$ cat src/rtl/serial_adder_flags.sv
// Bit-serial two's-complement adder: one full-adder cell plus a carry flip-flop,
// LSB first, with a start/done handshake and N/Z/C/V status flags.
module serial_adder_flags #(
    parameter int N = 4
) (
    input  logic         clk,
    input  logic         rst,
    input  logic         start,
    input  logic [N-1:0] a,
    input  logic [N-1:0] b,
    input  logic         cin,
    output logic [N-1:0] result,
    output logic         neg_flag,
    output logic         zr_flag,
    output logic         cry_flag,
    output logic         of_flag,
    output logic         busy,
    output logic         done
);

    localparam int CW = $clog2(N);

    typedef enum logic [1:0] {IDLE, RUN, DONE} state_t;

    state_t         state, state_next;
    logic [N-1:0]   a_sr, b_sr;
    logic [N-2:0]   sum_sr;
    logic           carry;
    logic           a_msb, b_msb;
    logic [CW-1:0]  cnt;

    logic           accept;
    logic           last_bit;
    logic           sum_bit;
    logic           carry_next;
    logic [N-1:0]   sum_full;

    assign sum_bit    = a_sr[0] ^ b_sr[0] ^ carry;
    assign carry_next = (a_sr[0] & b_sr[0]) | (a_sr[0] & carry) | (b_sr[0] & carry);
    // The bit being processed now joins the previously shifted bits as the MSB.
    assign sum_full   = {sum_bit, sum_sr};
    assign last_bit   = (cnt == CW'(N - 1));

    always_ff @(posedge clk or posedge rst) begin
        if (rst) state <= IDLE;
        else     state <= state_next;
    end

    always_comb begin
        state_next = state;
        accept     = 1'b0;
        busy       = 1'b0;
        done       = 1'b0;
        case (state)
            IDLE: begin
                if (start) begin
                    accept     = 1'b1;
                    state_next = RUN;
                end
            end
            RUN: begin
                busy = 1'b1;
                if (last_bit) state_next = DONE;
            end
            DONE: begin
                done = 1'b1;
                if (start) begin
                    accept     = 1'b1;
                    state_next = RUN;
                end else begin
                    state_next = IDLE;
                end
            end
            default: state_next = IDLE;
        endcase
    end

    always_ff @(posedge clk or posedge rst) begin
        if (rst) begin
            a_sr     <= '0;
            b_sr     <= '0;
            sum_sr   <= '0;
            carry    <= 1'b0;
            a_msb    <= 1'b0;
            b_msb    <= 1'b0;
            cnt      <= '0;
            result   <= '0;
            neg_flag <= 1'b0;
            zr_flag  <= 1'b0;
            cry_flag <= 1'b0;
            of_flag  <= 1'b0;
        end else if (accept) begin
            a_sr   <= a;
            b_sr   <= b;
            sum_sr <= '0;
            carry  <= cin;
            a_msb  <= a[N-1];
            b_msb  <= b[N-1];
            cnt    <= '0;
        end else if (state == RUN) begin
            a_sr   <= a_sr >> 1;
            b_sr   <= b_sr >> 1;
            sum_sr <= sum_full[N-1:1];
            carry  <= carry_next;
            cnt    <= cnt + CW'(1);
            // Outputs change only on the final bit so partial sums never show.
            if (last_bit) begin
                result   <= sum_full;
                neg_flag <= sum_bit;
                zr_flag  <= (sum_full == '0);
                cry_flag <= carry_next;
                of_flag  <= (a_msb == b_msb) && (sum_bit != a_msb);
            end
        end
    end

endmodule

$ cat config.mk
export PLATFORM = sky130hd
export DESIGN_NAME = serial_adder_flags
export DESIGN_NICKNAME = d
export VERILOG_FILES = /design/src/rtl/serial_adder_flags.sv
export SDC_FILE = /design/constraint.sdc
export NUM_CORES = 1
export LEC_CHECK = 0
export ABC_AREA = 1
export CAP_MARGIN = 10
export CORE_UTILIZATION = 54
export CTS_CLUSTER_SIZE = 20
export DETAILED_ROUTE_END_ITERATION = 8
export PLACE_DENSITY_LB_ADDON = 0.25
export SLEW_MARGIN = 20
export SYNTH_ARGS = -nofsm -noshare
export SYNTH_HDL_FRONTEND = slang
export SYNTH_SLANG_ARGS = --single-unit
$ cat constraint.sdc
create_clock -name clk -period 2.5 [get_ports clk]
set_input_delay 0.5 -clock clk [delete_from_list [all_inputs] [get_ports clk]]
set_output_delay 0.5 -clock clk [all_outputs]
set_load 0.02 [all_outputs]
After elaboration in Yosys (flattened, before gate mapping)
Index checks and enable logic that the tools add are counted.

word-level totals
  output and inout port bits = 10
  flip-flop bits (word level) = 26

operators by class
  bitwise operators = 8
  add/subtract/negate cells = 1
  mux-type cells = 18
  reduce and logical (&&, ||, !) cells = 7
  equal/unequal tests = 7

operator list
  operator                                                                count
  4-bit 2-to-1 mux                                                        4
  2-bit 2-to-1 mux                                                        4
  1-bit 2-to-1 mux                                                        7
  3-bit 2-to-1 mux                                                        2
  2-bit case mux with 3 select lines                                      1
  2-bit equality test (second input constant)                             2
  4-bit zero test                                                         1
  2-bit != test (second input constant)                                   2
  1-bit bitwise AND                                                       3
  3-bit AND reduction                                                     1
  2-bit by 1-bit adder with 2-bit output (second input constant)          1
  2-bit by 1-bit equality test with 1-bit output (second input constant)  1
  2-bit zero test                                                         1
  1-bit OR                                                                2
  2-bit AND reduction                                                     1
  2-bit nonzero test                                                      1
  2-bit OR reduction                                                      1
  1-bit XOR                                                               2
  1-bit equality test                                                     1
  1-bit logical AND                                                       1
  1-bit != test                                                           1
  1-bit NOT                                                               1

Longest topological paths before layout
  word-level depth = 5
  gate-level depth with buffers = 7
  depth with buffers taken out = 6

Least setup slack after synthesis
No wires, ideal clock.

  kind = register to register
  from = register a_sr[0]
  to = register of_flag
  data required time = 2,384 ps
  clock period less this slack = 1,337 ps
  path slack = 1,163 ps
  arrival = 1,221 ps
  setup time = 116 ps
  cell stages (with the launch flop) = 7
  cell sequence = dfrtp_1 -> fa_1 -> inv_1 -> nand3_1 -> nand2_1 -> nand2_1 -> nand2_1

on the way
  word-level cells in the longest chain between the ends = 4

RTL lines
  element                 line  text
  from (decl)             26    logic [N-1:0] a_sr, b_sr;
  from (signal assigned)  101   a_sr <= a_sr >> 1;
  1-bit XOR (2 in a row)  38    assign sum_bit = a_sr[0] ^ b_sr[0] ^ carry;
  named net sum_bit       34    logic sum_bit;
  1-bit != test           112   of_flag <= (a_msb == b_msb) && (sum_bit != a_msb);
  1-bit logical AND       112
  to (signal assigned)    112
  to (decl)               16    output logic of_flag,

The timed path passes the listed nets, and every way through them passes these cells.
A chain may end at the register's enable or synchronous reset.

Worst setup path in the final report
  from = register state[0]
  to = output port busy

on the way
  word-level cells in the longest chain between the ends = 2

RTL lines
  element                                         line  text
  from (decl)                                     25    state_t state, state_next;
  from (signal assigned)                          46    else state <= state_next;
  2-bit by 1-bit equality test with 1-bit output  54    case (state)
  1-bit 2-to-1 mux                                54
  to (decl)                                       17    output logic busy,

Every way passes these cells.

==> summary.txt <==
fraction of the mapped netlist area in adder cells = 2.82%
Reg clk slew, reported paths = 0.14 ns
clock skew after layout = 0.00123 ns
max-slew violation total from the final report = 0
highest layer used for signal routing = met4
MaxCap Viol Count = 0
Die Wd = 48.2 um
Final TNS setup = 0 ns
routed wire length per instance = 11.4 um
Synthesized Nets = 148
Area contributors post-synth = sky130_fd_sc_hd__dfrtp_1 54%, sky130_fd_sc_hd__nand2_1 18%, sky130_fd_sc_hd__inv_1 5.5%, sky130_fd_sc_hd__nand3_1 3.9%, sky130_fd_sc_hd__o21ai_0 3.0%
transition time at the pin with the least slew margin = 0.610 ns
time the worst path needs with I/O delays and setup = 2.32 ns
Critical path origin = state[0]
fill cell total of the finished layout = 166
Setup Crit Path Kind = reg -> out
Syn. warnings = 0
Mapped Area = 1150 um^2
H-Tree Depth = 1
Post-Synthesis Mean Instance Area = 8.60 um^2
multiplexer fraction of the synthesized cell area = 0%
summed area of non-filler cells in the final layout = 1400 um^2
Critical Path Source Type = flip-flop
xor/xnor cell area share of the yosys netlist = 0%
most numerous cell in the Yosys netlist = sky130_fd_sc_hd__nand2_1
cell accounting for the most synthesized area = sky130_fd_sc_hd__dfrtp_1
count of non-filler cells in the finished layout = 183
worst-case register-to-register setup slack = 1.03 ns
Design Power = 1.79 mW
Root Driver = sky130_fd_sc_hd__clkbuf_4
clock tree from TritonCTS = yes
iteration-0 DRC count of the detailed router = 19
metal2 WL = 1090 um
hold-critical path depth = 1
outcome = finished clean
pin count of the biggest net entering global routing = 26
final-report hold violation count = 0
Clock Latency Late Sink = 0.32 ns
overall overflow remaining after global route = 0
class of the worst hold path = reg -> reg
Remaining DRCs = 0
startpoint of the most critical hold path = cnt[0]
end of the worst register-to-register path = of_flag
antenna cell count = 0
y dimension of the die = 48.2 um
Static Leakage = 0.723 nW
WL met1 = 883 um
worst relative slew slack = 59.2%
Worst Path Arrival = 1.82 ns
gp weighted congestion = 0.770
dominant combinational cell family by area after synthesis = simple AND/OR/NAND/NOR gates
Max rail drop VDD = 0.617 mV
count of placed standard cells including taps = 179
full die area = 2320 um^2
CP endpoint kind = output pin
clock buffer depth = 2
synth cell count leaders = 54 x sky130_fd_sc_hd__nand2_1, 25 x sky130_fd_sc_hd__dfrtp_1, 17 x sky130_fd_sc_hd__inv_1
Worst R2R Start = a_sr[0]
row count = 16
CTS Buf Count = 3
termination of the worst setup path = busy
area after detailed placement = 1370 um^2
metal3 WL = 76 um
most common flop cell mapped by yosys = sky130_fd_sc_hd__dfrtp_1
worst setup slack after layout = 0.178 ns
final period utilization = 92.9%
NumNets Final = 171
Initial DRT Pass Iterations = 4
power per unit of standard cell area = 1280 nW/um^2
HPWL reported at the end of detailed placement = 1570 um
FF+latch count, synth = 25
Core ar. = 1980 um^2
Vias = 891
pre-CTS WS = 0.443 ns
EDFF count, synth = 0
Compound-Gate Fraction of Synth Area = 6.51%
total clock sinks = 25
total detailed-routing wirelength = 2090 um
post-synthesis sequential area ratio = 54.3%
simple-gate portion of the synthesized area = 26.7%
maximum operating frequency = 0.431 GHz
vias in the first global route = 785
global-route wire length before repair = 3330 um
all-layer global routing usage = 21.8%
worst-case reg-to-reg path depth = 6
maximum net fanout on the critical path = 12
number of nets with antenna violations after detailed routing = 0
antenna violations before repair = 0
post-synthesis instance total = 134
share of synthesized registers carrying an async set or reset = 100%
number of I/O port buffers = 21
via/cell ratio = 4.87
final setup violation count = 0
RSZ-0062 raised after global routing = false
IO Pins = 22
worst endpoint required time = 2.00 ns
fraction of synthesized cell area taken by the top area cell type = 54.3%
Area Growth Syn to Fin = 21.3%
initial standard-cell utilization of the core = 58.1%
fraction of layout instances using a drive strength above 1 = 10.3%
distinct cell type count after synthesis = 18
==> logic make-up after synthesis <==
group,Yosys count
adders and majority gates,2
buffers and inverters,23
AOI/OAI and AO/OA,12
and+or+nand+nor,72
DFF,25
==> layer usage <==
layer | vias up | track usage, %
met3 | 4 | 4.44
met2 | 19 | 38.4
met1 | 418 | 24.5
li1 | 450 | -
met4 | 0 | 11.7
met5 | - | 0
==> critical path: stages, from the launching register on <==
cell and delay [ns]:
sky130_fd_sc_hd__dfrtp_2 0.53, sky130_fd_sc_hd__inv_1 0.10, sky130_fd_sc_hd__nor2_2 0.21, sky130_fd_sc_hd__clkdlybuf4s50_1 0.65
==> cells in the final DEF (no fill, tap or decap) <==
cell,n
sky130_fd_sc_hd__inv_4,1
sky130_fd_sc_hd__nand3_1,9
sky130_fd_sc_hd__nor2_2,1
sky130_fd_sc_hd__clkinvlp_4,1
sky130_fd_sc_hd__a21oi_1,1
sky130_fd_sc_hd__nor2_1,5
sky130_fd_sc_hd__fa_1,1
sky130_fd_sc_hd__nand2_4,1
sky130_fd_sc_hd__nand3_4,1
sky130_fd_sc_hd__nand2_2,1
sky130_fd_sc_hd__inv_2,1
sky130_fd_sc_hd__inv_1,17
sky130_fd_sc_hd__dfrtp_2,1
sky130_fd_sc_hd__clkdlybuf4s50_1,21
sky130_fd_sc_hd__nand2_1,54
sky130_fd_sc_hd__ha_1,1
sky130_fd_sc_hd__o21ai_0,7
sky130_fd_sc_hd__buf_4,1
sky130_fd_sc_hd__o21ai_2,4
sky130_fd_sc_hd__dfrtp_1,24
sky130_fd_sc_hd__clkbuf_4,3
==> layout make-up <==
| cell class | count | area, um^2 | area share (%) |
|---|---|---|---|
| clock buffer | 3 | 22.5 | 1.61 |
| inverter | 19 | 73.8 | 5.28 |
| multi-input combinational | 86 | 415 | 29.7 |
| clock inverter | 1 | 7.51 | 0.537 |
| tap | 27 | 33.8 | 2.42 |
| sequential | 25 | 627 | 44.9 |
| timing repair buffer | 22 | 218 | 15.6 |
==> repair_timing <==
item                       in CTS  in global routing
setup endpoints to repair       0                  1
setup buffers                   0                  0
hold buffers                    0                  0
gates resized for setup         0                  1
hold endpoints to repair        0                  0
==> how the worst min path moves through the flow <==
| stage | to |
|---|---|
| 3_3_place_gp | cnt[1] |
| 4_1_cts | cnt[0] |
| 2_1_floorplan | a_sr[3] |
| 5_1_grt | cnt[0] |
| 3_5_place_dp | b_sr[3] |
| 6_report | cnt[0] |
==> flip-flops by register name (all words and copies together) (netlist names), 2 cells and up <==
register,flops
result,4
sum_sr,3
b_sr,4
cnt,2
a_sr,4
state,2
==> power breakdown <==
group	switching (mW)	leakage (nW)	internal, mW
combinational	0.517	0.393	0.354
clock	0.129	0.0139	0.0612
sequential	0.138	0.316	0.590
total	0.784	0.723	1.01
==> metrics by stage <==
| stage | utilization, % | hold slack, ns |
|---|---|---|
| final | 70.5 | 0.488 |
| after floorplan | - | 0.443 |
| after global routing | 70.5 | 0.524 |
| after CTS | 70.5 | 0.493 |
| after detailed placement | 68.9 | 0.461 |
| after global placement | 68.9 | 0.460 |
No activity file was read; power rests on OpenSTA's default activity.
